<file path="config.mk">
export PLATFORM = sky130hd
export DESIGN_NAME = spike_event_encoder
export DESIGN_NICKNAME = d
export VERILOG_FILES = /design/src/rtl/spike_enc_pkg.sv /design/src/rtl/sync_fifo.sv /design/src/rtl/spike_event_encoder.sv
export SDC_FILE = /design/constraint.sdc
export NUM_CORES = 1
export LEC_CHECK = 0
export ABC_AREA = 1
export BUFFER_PORTS_ARGS = -buffer_cell sky130_fd_sc_hd__buf_2
export CELL_PAD_IN_SITES_DETAIL_PLACEMENT = 0
export CELL_PAD_IN_SITES_GLOBAL_PLACEMENT = 2
export CORE_UTILIZATION = 34
export CTS_BUF_LIST = sky130_fd_sc_hd__clkbuf_4 sky130_fd_sc_hd__clkbuf_8 sky130_fd_sc_hd__clkbuf_16
export DETAILED_ROUTE_END_ITERATION = 10
export PLACE_DENSITY = 0.76
export SLEW_MARGIN = 20
export SYNTH_ARGS = -nofsm -noshare
export SYNTH_HDL_FRONTEND = slang
export SYNTH_SLANG_ARGS = --single-unit
export TNS_END_PERCENT = 30
</file>
<file path="constraint.sdc">
create_clock -name clk -period 2.7 [get_ports clk]
set_clock_uncertainty 0.2 [all_clocks]
set_input_delay 0.27 -clock clk [delete_from_list [all_inputs] [get_ports clk]]
set_output_delay 0.27 -clock clk [all_outputs]
set_load 0.02 [all_outputs]
</file>
<file path="src/rtl/spike_enc_pkg.sv">
// rtl/spike_enc_pkg.sv - width helpers and field layout for the spike event encoder
package spike_enc_pkg;

  // Neuron id width never collapses to zero, even for a single neuron.
  function automatic int id_width(input int n);
    return (n > 1) ? $clog2(n) : 1;
  endfunction

  function automatic int count_width(input int depth);
    return $clog2(depth) + 1;
  endfunction

  function automatic int evt_width(input int id_w, input int ts_w);
    return id_w + ts_w;
  endfunction

  // The id sits directly above the timestamp field in an event word.
  function automatic int id_lsb(input int ts_w);
    return ts_w;
  endfunction

endpackage

</file>
<file path="src/rtl/sync_fifo.sv">
// rtl/sync_fifo.sv - first-word-fallthrough synchronous FIFO with occupancy count
module sync_fifo
  import spike_enc_pkg::*;
#(
  parameter int WIDTH = 8,
  parameter int DEPTH = 8,
  localparam int AW = $clog2(DEPTH),
  localparam int CW = count_width(DEPTH)
) (
  input  logic             clk,
  input  logic             rst_n,
  input  logic             push,
  input  logic [WIDTH-1:0] push_data,
  input  logic             pop,
  output logic [WIDTH-1:0] pop_data,
  output logic [CW-1:0]    count,
  output logic             full
);

  logic [WIDTH-1:0] mem [DEPTH];
  logic [AW-1:0]    wr_ptr;
  logic [AW-1:0]    rd_ptr;
  logic             empty;
  logic             do_push;
  logic             do_pop;

  assign empty   = (count == '0);
  assign full    = (count == CW'(DEPTH));
  assign do_push = push && !full;
  assign do_pop  = pop && !empty;

  // Head word is shown as zero while empty so the output is clean out of reset.
  assign pop_data = empty ? '0 : mem[rd_ptr];

  always_ff @(posedge clk) begin
    if (do_push) mem[wr_ptr] <= push_data;
  end

  always_ff @(posedge clk or negedge rst_n) begin
    if (!rst_n) begin
      wr_ptr <= '0;
      rd_ptr <= '0;
      count  <= '0;
    end else begin
      if (do_push) wr_ptr <= wr_ptr + AW'(1);
      if (do_pop)  rd_ptr <= rd_ptr + AW'(1);
      case ({do_push, do_pop})
        2'b10:   count <= count + CW'(1);
        2'b01:   count <= count - CW'(1);
        default: count <= count;
      endcase
    end
  end

endmodule

</file>
<file path="src/rtl/spike_event_encoder.sv">
// rtl/spike_event_encoder.sv - spike lines to {neuron_id, timestamp} events over valid/ready
// Timestamp capture is built only when SPIKE_ENC_TIMESTAMP_EN is defined.
module spike_event_encoder
  import spike_enc_pkg::*;
#(
  parameter int N_NEURONS  = 4,
  parameter int FIFO_DEPTH = 8,
  parameter int TS_W       = 8,
  localparam int ID_W      = id_width(N_NEURONS),
  localparam int CNT_W     = count_width(FIFO_DEPTH),
  localparam int EVT_W     = evt_width(ID_W, TS_W)
) (
  input  logic                 clk,
  input  logic                 rst_n,
  input  logic                 enable,
  input  logic [N_NEURONS-1:0] spike_in,
  input  logic                 evt_ready,
  output logic                 evt_valid,
  output logic [EVT_W-1:0]     evt_data,
  output logic [CNT_W-1:0]     fifo_count,
  output logic                 overflow
);

  localparam int ID_LSB = id_lsb(TS_W);
`ifdef SPIKE_ENC_TIMESTAMP_EN
  localparam int FIFO_W = EVT_W;
`else
  localparam int FIFO_W = ID_W;
`endif

  logic [N_NEURONS-1:0] pend;
  logic [N_NEURONS-1:0] grant;
  logic [N_NEURONS-1:0] blocked;
  logic [N_NEURONS-1:0] accept;
  logic [N_NEURONS-1:0] drop;
  logic [ID_W-1:0]      win_id;
  logic                 push;
  logic                 pop;
  logic                 fifo_full;
  logic [FIFO_W-1:0]    push_data;
  logic [FIFO_W-1:0]    pop_data;

  // Fixed priority: scanning downwards leaves the lowest pending index as winner.
  always_comb begin
    win_id = '0;
    grant  = '0;
    for (int i = N_NEURONS - 1; i >= 0; i--) begin
      if (pend[i]) win_id = ID_W'(i);
    end
    push = (|pend) && !fifo_full;
    if (push) grant[win_id] = 1'b1;
  end

  assign blocked = pend & ~grant;
  assign accept  = enable ? (spike_in & ~blocked) : '0;
  assign drop    = enable ? (spike_in & blocked) : '0;

  always_ff @(posedge clk or negedge rst_n) begin
    if (!rst_n) begin
      pend     <= '0;
      overflow <= 1'b0;
    end else begin
      pend     <= blocked | accept;
      overflow <= overflow | (|drop);
    end
  end

`ifdef SPIKE_ENC_TIMESTAMP_EN
  logic [TS_W-1:0] ts;
  logic [TS_W-1:0] ts_cap [N_NEURONS];

  always_ff @(posedge clk or negedge rst_n) begin
    if (!rst_n) begin
      ts <= '0;
      for (int i = 0; i < N_NEURONS; i++) ts_cap[i] <= '0;
    end else if (enable) begin
      ts <= ts + TS_W'(1);
      for (int i = 0; i < N_NEURONS; i++) begin
        if (accept[i]) ts_cap[i] <= ts;
      end
    end
  end

  always_comb begin
    push_data                    = '0;
    push_data[ID_LSB +: ID_W]    = win_id;
    push_data[TS_W-1:0]          = ts_cap[win_id];
  end

  always_comb begin
    evt_data = pop_data;
  end
`else
  always_comb begin
    push_data = win_id;
  end

  always_comb begin
    evt_data                  = '0;
    evt_data[ID_LSB +: ID_W]  = pop_data;
  end
`endif

  assign evt_valid = (fifo_count != '0);
  assign pop       = evt_valid && evt_ready;

  sync_fifo #(
    .WIDTH (FIFO_W),
    .DEPTH (FIFO_DEPTH)
  ) u_fifo (
    .clk       (clk),
    .rst_n     (rst_n),
    .push      (push),
    .push_data (push_data),
    .pop       (pop),
    .pop_data  (pop_data),
    .count     (fifo_count),
    .full      (fifo_full)
  );

endmodule

</file>
# After elaboration in Yosys (flattened, before gate mapping)

Memories as Yosys holds them, arrays and structs flattened.
Cells that the tools add are included.

Add/sub/neg operators: 4
Bitwise logic cells: 7
Order comparisons: 2
Reductions and logical operators: 12
Mux-type cells: 13
Equality and inequality tests: 3

Operator list:

| cell                                                               | count |
|---|---|
| AND 4 bit                                                          | 3 |
| two-way mux 4 bit                                                  | 3 |
| two-way mux 2 bit                                                  | 5 |
| NOT 4 bit                                                          | 2 |
| case mux 4 bit (2 select lines)                                    | 1 |
| OR reduction 4 bit                                                 | 2 |
| adder 3 x 1 -> 3 bit (second input constant)                       | 2 |
| logical AND 1 bit                                                  | 5 |
| adder 4 x 1 -> 4 bit (second input constant)                       | 1 |
| == test 4 bit (second input constant)                              | 1 |
| logical NOT 4 bit                                                  | 1 |
| OR 4 bit                                                           | 1 |
| nonzero test 4 bit                                                 | 1 |
| subtractor 4 x 1 -> 4 bit (second input constant)                  | 1 |
| < comparator 2 x 3 -> 1 bit (second input constant)                | 1 |
| two-way mux 1 bit                                                  | 3 |
| demux 1 bit (select 2 bit)                                         | 1 |
| == test 2 x 1 -> 1 bit (second input constant)                     | 1 |
| == test 2 bit (second input constant)                              | 1 |
| greater-or-equal comparator 2 x 1 -> 1 bit (second input constant) | 1 |
| logical NOT 1 bit                                                  | 2 |
| nonzero test 2 bit                                                 | 1 |
| OR 1 bit                                                           | 1 |

Word-level logic and storage cells: 47
Input bits: 8
Bits in writable memories: 16
Memories kept: 1
Bits in registers: 15

Memory list:

| name       | depth | bits a word | rd ports | clocked after Yosys merged registers in | wr ports | line            | text |
|---|---|---|---|---|---|---|---|
| u_fifo.mem | 8     | 2           | 1        | 0                                       | 1        | sync_fifo.sv:20 | `logic [WIDTH-1:0] mem [DEPTH];` |

# Logic depth before layout (Yosys ltp)

Gate-level depths: netlist of the first run.

Depth after elaboration: 15
Depth in mapped cells: 11
Depth with buffers taken out: 11

# Modules after synthesis

From an unflattened synthesis of the first run, not the netlist that was laid out.

Cells, all modules: 179
Area total of the unflattened synthesis: 1604.0 µm²

Modules (own cells, without submodules):

| module              | cells each | area each (µm²) | times used |
|---|---|---|---|
| sync_fifo           | 126        | 1247.4          | 1 |
| spike_event_encoder | 53         | 356.6           | 1 |

# Worst setup path before layout of the first run

OpenSTA, ideal clock, no wires.

Path kind: register to register
From: register u_fifo.count[0]
To: register u_fifo.count[3]
Setup slack: 0.394 ns
Path buffers: 0
Stages on the path, launching flop included: 12
Data arrival time: 1.990 ns
Required time: 2.384 ns
Library setup time: 0.116 ns
Path through: dfrtp_1 > nor2_2 > nand2_2 > nand2_4 > inv_2 > ha_1 > ha_1 > a21oi_1 > nand2_1 > xnor2_1 > nand2_1 > nand2_1

RTL lines:

| what                                                                  | line                       | text |
|---|---|---|
| start: declaration                                                    | sync_fifo.sv:16            | `output logic [CW-1:0] count,` |
| start signal: assignment                                              | sync_fifo.sv:48            | `2'b10: count <= count + CW'(1);` |
| start signal: assignment                                              | sync_fifo.sv:49            | `2'b01: count <= count - CW'(1);` |
| start signal: assignment                                              | sync_fifo.sv:50            | `default: count <= count;` |
| nonzero test 4 bit *                                                  | spike_event_encoder.sv:104 | `assign evt_valid = (fifo_count != '0);` |
| named net evt_valid                                                   | spike_event_encoder.sv:18  | `output logic evt_valid,` |
| logical AND 1 bit *                                                   | spike_event_encoder.sv:105 | `assign pop = evt_valid && evt_ready;` |
| logical AND 1 bit *                                                   | sync_fifo.sv:30            | `assign do_pop = pop && !empty;` |
| named net u_fifo.do_pop                                               | sync_fifo.sv:25            | `logic do_pop;` |
| == test 2 x 1 -> 1 bit or == test 2 bit (tied branches)               | sync_fifo.sv:47            | `case ({do_push, do_pop})` |
| case mux 4 bit (2 select lines) or nonzero test 2 bit (tied branches) | -                          |  |

Mark *: on every way through the listed nets, which the timed path passes. The rest lies on a longest branch.
A chain may end at the register's enable or synchronous reset.

# Worst setup path in the final report of the first run

From: register u_fifo.count[0]
To: register u_fifo.count[3]

RTL lines:

| what                                                                  | line |
|---|---|
| nonzero test 4 bit or logical NOT 4 bit (tied branches)               | spike_event_encoder.sv:104, sync_fifo.sv:27 |
| logical AND 1 bit or logical NOT 1 bit (tied branches)                | spike_event_encoder.sv:105, sync_fifo.sv:30 |
| logical AND 1 bit *                                                   | sync_fifo.sv:30 |
| named net u_fifo.do_pop                                               | sync_fifo.sv:25 |
| == test 2 x 1 -> 1 bit or == test 2 bit (tied branches)               | sync_fifo.sv:47 |
| case mux 4 bit (2 select lines) or nonzero test 2 bit (tied branches) | - |

Marked as above.

==> results of run 1 <==
## path summary, 6_finish.rpt
check | from | end | slack (ps) | depth (start not counted)
max | u_fifo.count[0] | u_fifo.count[3] | 400 | 11
min | spike_in[2] | pend[2] | 20 | 3
max reg2reg | u_fifo.count[0] | u_fifo.count[3] | 400 | 11
min reg2reg | overflow | overflow | 300 | 2
max in group asynchronous | rst_n | u_fifo.wr_ptr[2] | 1790 | 2
min in group asynchronous | rst_n | u_fifo.count[3] | 240 | 2
## report_power, final
part	internal (mW)	switching, mW
Combinational	0.320	0.556
Sequential	0.684	0.148
Clock	0.201	0.164
Total	1.20	0.867
## worst max-delay path, cell delays in order, from the launching register on
cell and delay [ps]:
dfrtp_1 440, nor2_2 250, nand2_2 130, nand2_4 90, inv_2 50, ha_1 250
ha_1 340, a21oi_1 160, nand2_1 80, xnor2_1 120, nand2_1 60, nand2_1 40
## final cells by class
cell class / instances / area share
timing repair buffer: 16 / 0.0478
tap: 52 / 0.0366
clock buffer: 7 / 0.0471
multi-input combinational: 119 / 0.357
sequential: 31 / 0.481
inverter: 13 / 0.0274
clock inverter: 1 / 0.00281
## sequential cells by signal (all words and copies together), names as in the netlist
signal and flops:
overflow 1, pend 4, u_fifo.count 4, u_fifo.mem 16, u_fifo.rd_ptr 3, u_fifo.wr_ptr 3
## layout by cell type (no fill, tap or decap), types with 4 or more instances in the layout
cell / instances
o21ai_0: 13
conb_1: 8
xnor2_1: 4
nand2_1: 32
buf_2: 15
nor2_1: 28
dfrtp_1: 15
nor2_2: 5
edfxtp_1: 16
nand3_1: 5
ha_1: 5
inv_1: 10
clkbuf_8: 5
## logic make-up (layout without fill, tap and decap cells)
family                     count (synthesis)  count (layout)  synth area share
xor gates and xnor gates                   7               7            0.0388
buffers and inverters                     22              37            0.0721
and+or+nand+nor                           82              82             0.242
other                                      1               8           0.00237
DFF                                       31              31             0.542
AOI/OAI and AO/OA                         16              16            0.0507
adders and majority gates                  6               6            0.0523
## through the flow
stage | power [mW] | std cells | cell area, um2 | hold slack (ps) | setup slack, ps
after global placement | 1.71 | 230 | 1680 | 4.45 | 478
after detailed placement | 1.72 | 230 | 1680 | 17.5 | 416
after global routing | 2.27 | 239 | 1780 | 22.1 | 241
after floorplan | 1.50 | 172 | 1610 | -226 | 394
after CTS | 2.11 | 239 | 1780 | 5.65 | 389
final | 2.07 | 239 | 1780 | 15.5 | 403
## per-layer routing
| metal | global-route usage | share of wire | wire length, um | vias up |
|---|---|---|---|---|
| met5 | 0 | 0 | 0 | - |
| met4 | 0.0467 | 0.0060 | 17 | 0 |
| met3 | 0.0404 | 0.039 | 109 | 2 |
| met2 | 0.200 | 0.46 | 1290 | 23 |
| met1 | 0.165 | 0.50 | 1410 | 499 |
| li1 | - | - | - | 558 |
## repair_timing
action,CTS,global route
gates resized for setup,0,0
endpoints found under the hold margin,15,0
hold buffers,1,0
==> results.sh, run 1 <==
export IMPL_outcome="finished clean"
export IMPL_antenna_found_initial=0
export IMPL_synth_common_cells="nand2_1 (32), nor2_1 (28), edfxtp_1 (16), dfrtp_1 (15), o21ai_0 (13)"
export IMPL_yosysSeqAreaShare=0.542
export IMPL_grt_first_pass_wirelength_um=4810
export IMPL_gp_congestion=0.751
export IMPL_grt_pass1_vias=1046
export IMPL_fin_nets=200
export IMPL_drive_above_1_share=0.203
export IMPL_drc=0
export IMPL_grt_max_degree=16
export IMPL_start_util=0.358
export IMPL_gr_total_overflow=0
export IMPL_cts_tree="built"
export IMPL_ys_warn_count=0
export IMPL_worst_slew_pin_slew_ps=791
export IMPL_cts_buffer_depth=2
export IMPL_synth_most_common_cell="nand2_1"
export IMPL_synth_edf_count=16
export IMPL_postRouteAntennaNets=0
export IMPL_p_per_area_nw_per_um2=1160
export IMPL_pin_count=24
export IMPL_ys_seq_elements=31
export IMPL_crit_required_ps=2670
export IMPL_max_cap_violations=0
export IMPL_ir_worst_vdd_v=0.000337
export IMPL_regArea_um2=856
export IMPL_firstDrtPassIters=4
export IMPL_crit_path_start_kind="flop"
export IMPL_totalWireLength_um=2830
export IMPL_synthArstFlopShare=0.484
export IMPL_ys_types=25
export IMPL_drt_initial_drc_count=39
export IMPL_netlist_instances=165
export IMPL_slew_headroom=0.468
export IMPL_wl_per_cell_um=11.8
export IMPL_synth_ff_type="edfxtp_1"
export IMPL_rsz0062_at_grt="no"
export IMPL_fp_dieArea_um2=4920
export IMPL_area_growth_pct=12.7
export IMPL_synth_area_leaders="edfxtp_1 (30%), dfrtp_1 (24%), nand2_1 (7.6%), nor2_1 (6.7%), o21ai_0 (4.1%)"
export IMPL_p_leak_nw=0.803
export IMPL_drv_slew=0
export IMPL_rows=24
export IMPL_multi_input_area_um2=636
export IMPL_critical_path_arrival_ps=2270
export IMPL_finalCritPeriodShare=0.851
export IMPL_synth_area_per_cell_um2=9.57
export IMPL_cts_sinks=31
export IMPL_clk_pin_slew_ps=70
export IMPL_numCtsBuffers=5
export IMPL_via_per_inst=4.53
export IMPL_final_hold_viol_count=0
export IMPL_crit_type="reg2reg"
export IMPL_max_freq_ghz=0.435
export IMPL_place_detailed_hpwl_um=2130
export IMPL_die_w_um=70.2
export IMPL_grtUsageTotal=0.127
export IMPL_fin_crit_ps=2300
export IMPL_synth_top_area_frac=0.304
export IMPL_syn_cell_area_um2=1580
export IMPL_clk_latency_ps=270
export IMPL_vias=1082
export IMPL_cts_root_buffer="clkbuf_8"
export IMPL_fill_cells=461
export IMPL_critPathMaxFanout=5
export IMPL_cp_end_kind="flop"
export IMPL_cts_setup_buffers=0
export IMPL_antenna_cells=0
export IMPL_setup_viol=0
export IMPL_chipHeight_um=70.2
export IMPL_yosysTopAreaCell="edfxtp_1"
export IMPL_core_region_area_um2=4410
export IMPL_port_buffers=15
export IMPL_fin_util=0.403
export IMPL_setup_tns_ps=0
export IMPL_hp_class="in2reg"
export IMPL_htreeDepth=2
Power figures use the tool's default switching activity.
==> inputs of run 2 (changes only) <==
==> constraint.sdc (replaced) <==
create_clock -name clk -period 2.5 [get_ports clk]
set_clock_uncertainty 0.2 [all_clocks]
set_input_delay 0.25 -clock clk [delete_from_list [all_inputs] [get_ports clk]]
set_output_delay 0.25 -clock clk [all_outputs]
set_load 0.02 [all_outputs]
==> run 2 against run 1 <==
Compared with the run above:
- die area is the same
- via count grew 0.46%
- sequential power up 7.8%
- clock power up 8.2%
- sequential share of layout area down 0.54 points
- power grew 8.0%
- global-route usage up 0.12 points
- design area rose by 1.1%
- final cell count is 0.84% higher
- wire length rose by 0.50%
- fmax increased by 0.60%
==> results.sh, run 2 (same netlist as run 1, synthesis figures left out) <==
export IMPL_outcome="finished clean"
export IMPL_clock_power_share=0.176
export IMPL_critPathTopFamily="simple AND/OR/NAND/NOR gates"
export IMPL_start_util=0.358
export IMPL_fill_cells=463
export IMPL_holdPathStages=3
export IMPL_max_stage_delay_ps=440
export IMPL_p_switching_mw=0.934
export IMPL_drive_above_1_share=0.201
export IMPL_cts_resized=0
export IMPL_crit_path_start_kind="flop"
export IMPL_crit_required_ps=2470
export IMPL_largestRegisters="u_fifo.mem: 16 flops, pend: 4 flops, u_fifo.count: 4 flops"
export IMPL_fin_util=0.408
export IMPL_numCtsBuffers=5
export IMPL_rows=24
export IMPL_worst_slew_pin_slew_ps=842
export IMPL_gr_total_overflow=0
export IMPL_path_buf_inv=1
export IMPL_crit_type="reg2reg"
export IMPL_clk_latency_ps=270
export IMPL_holdWs_ps=2.91
export IMPL_postRouteAntennaNets=0
export IMPL_rsz0062_at_grt="no"
export IMPL_totalWireLength_um=2840
export IMPL_setup_tns_ps=0
export IMPL_ir_worst_vdd_v=0.000363
export IMPL_rr_worst_depth=11
export IMPL_via_per_inst=4.51
export IMPL_setup_viol=0
export IMPL_fp_dieArea_um2=4920
export IMPL_pin_count=24
export IMPL_grt_pass1_vias=1052
export IMPL_grt_first_pass_wirelength_um=4850
export IMPL_slew_headroom=0.434
export IMPL_p_leak_nw=0.811
export IMPL_final_cell_mix="nand2_1 (32), nor2_1 (28), edfxtp_1 (16)"
export IMPL_critical_path_arrival_ps=2250
export IMPL_worstSetupPathDepth=11
export IMPL_firstDrtPassIters=4
export IMPL_cts_buffer_depth=2
export IMPL_max_cap_violations=0
export IMPL_worstPathCellList="nor2_2 > nand2_2 > nand2_4 > inv_2 > ha_1 > ha_1 > a21oi_1 > nand2_1 > xnor2_1 > nand2_1 > nand2_1"
export IMPL_vias=1087
export IMPL_swShare=0.418
export IMPL_critPathMaxFanout=5
export IMPL_fin_crit_ps=2280
export IMPL_wl_per_cell_um=11.8
export IMPL_cp_end_kind="flop"
export IMPL_place_area_um2=1680
export IMPL_p_int_mw=1.30
export IMPL_antenna_found_initial=0
export IMPL_fin_nets=202
export IMPL_regArea_um2=856
export IMPL_port_buffers=15
export IMPL_antenna_cells=0
export IMPL_clk_pin_slew_ps=70
export IMPL_r2r_slack_ps=220
export IMPL_grtUsageTotal=0.129
export IMPL_multi_input_area_um2=636
export IMPL_cts_root_buffer="clkbuf_8"
export IMPL_max_freq_ghz=0.438
export IMPL_gp_congestion=0.751
export IMPL_cp_common_cell="nand2_1"
export IMPL_cts_sinks=31
export IMPL_area_growth_pct=13.9
export IMPL_finalCritPeriodShare=0.913
export IMPL_drc=0
export IMPL_regMostFlops="u_fifo.mem"
export IMPL_place_detailed_hpwl_um=2140
export IMPL_drt_initial_drc_count=38
export IMPL_core_region_area_um2=4410
export IMPL_largest_reg_flops=16
export IMPL_power_mw=2.24
export IMPL_p_per_area_nw_per_um2=1240
export IMPL_slowest_stage="dfrtp_1"
export IMPL_final_common_cell="nand2_1"
export IMPL_final_hold_viol_count=0
export IMPL_combPwrFrac=0.423
export IMPL_hp_class="in2reg"
export IMPL_drv_slew=0
export IMPL_grt_max_degree=16
export IMPL_fin_area_um2=1800
export IMPL_pwr_share_seq=0.401
export IMPL_htreeDepth=2
export IMPL_cts_tree="built"
export IMPL_chipHeight_um=70.2
export IMPL_die_w_um=70.2
==> run 2: cell count changes in the layout (fill, tap and decap cells not counted) <==
cell           change
dlygate4sd3_1      +2
==> run 2: worst min-delay path, stage by stage <==
cell and delay [ps]:
buf_2 70, nand2_1 50, nand2_1 60
==> run 2: cell type report <==
class                           count  area share
Sequential cell                    31       0.476
Multi-Input combinational cell    119       0.353
Tap cell                           52      0.0362
Clock buffer                        7      0.0466
Timing Repair Buffer               18      0.0584
Inverter                           13      0.0271
Clock inverter                      1     0.00278
==> run 2: path summary, 6_finish.rpt <==
| kind | from | to |
|---|---|---|
| worst max-delay path | u_fifo.count[0] | u_fifo.count[3] |
| worst min-delay path | spike_in[1] | pend[1] |
| worst max register to register | u_fifo.count[0] | u_fifo.count[3] |
| worst min register to register | overflow | overflow |
| max in group asynchronous | rst_n | u_fifo.wr_ptr[0] |
| min in group asynchronous | rst_n | u_fifo.count[3] |
==> run 2: metal layers <==
layer / GRT usage / wire (um)
met3: 0.0433 / 92
met2: 0.200 / 1290
met4: 0.0467 / 17
met1: 0.167 / 1440
met5: 0 / 0
==> run 2: power by group through the flow <==
stage                     registers, mW  logic (mW)  clock network [mW]
after floorplan                   0.892       0.728                   0
after global placement            0.902       0.944                   0
after detailed placement          0.905       0.953                   0
after CTS                         0.898       0.966               0.412
after global routing              0.922        1.10               0.432
final                             0.897       0.946               0.394
==> run 2: repair_timing <==
item,in CTS,in global routing
hold endpoints to repair,17,0
hold buffers,3,0
setup buffers,0,0
==> run 2: metrics by stage <==
step                      setup WS, ps  cells
final                              216    241
after global routing              39.5    241
after CTS                          203    241
after detailed placement           227    230
after global placement             278    230
after floorplan                    194    172
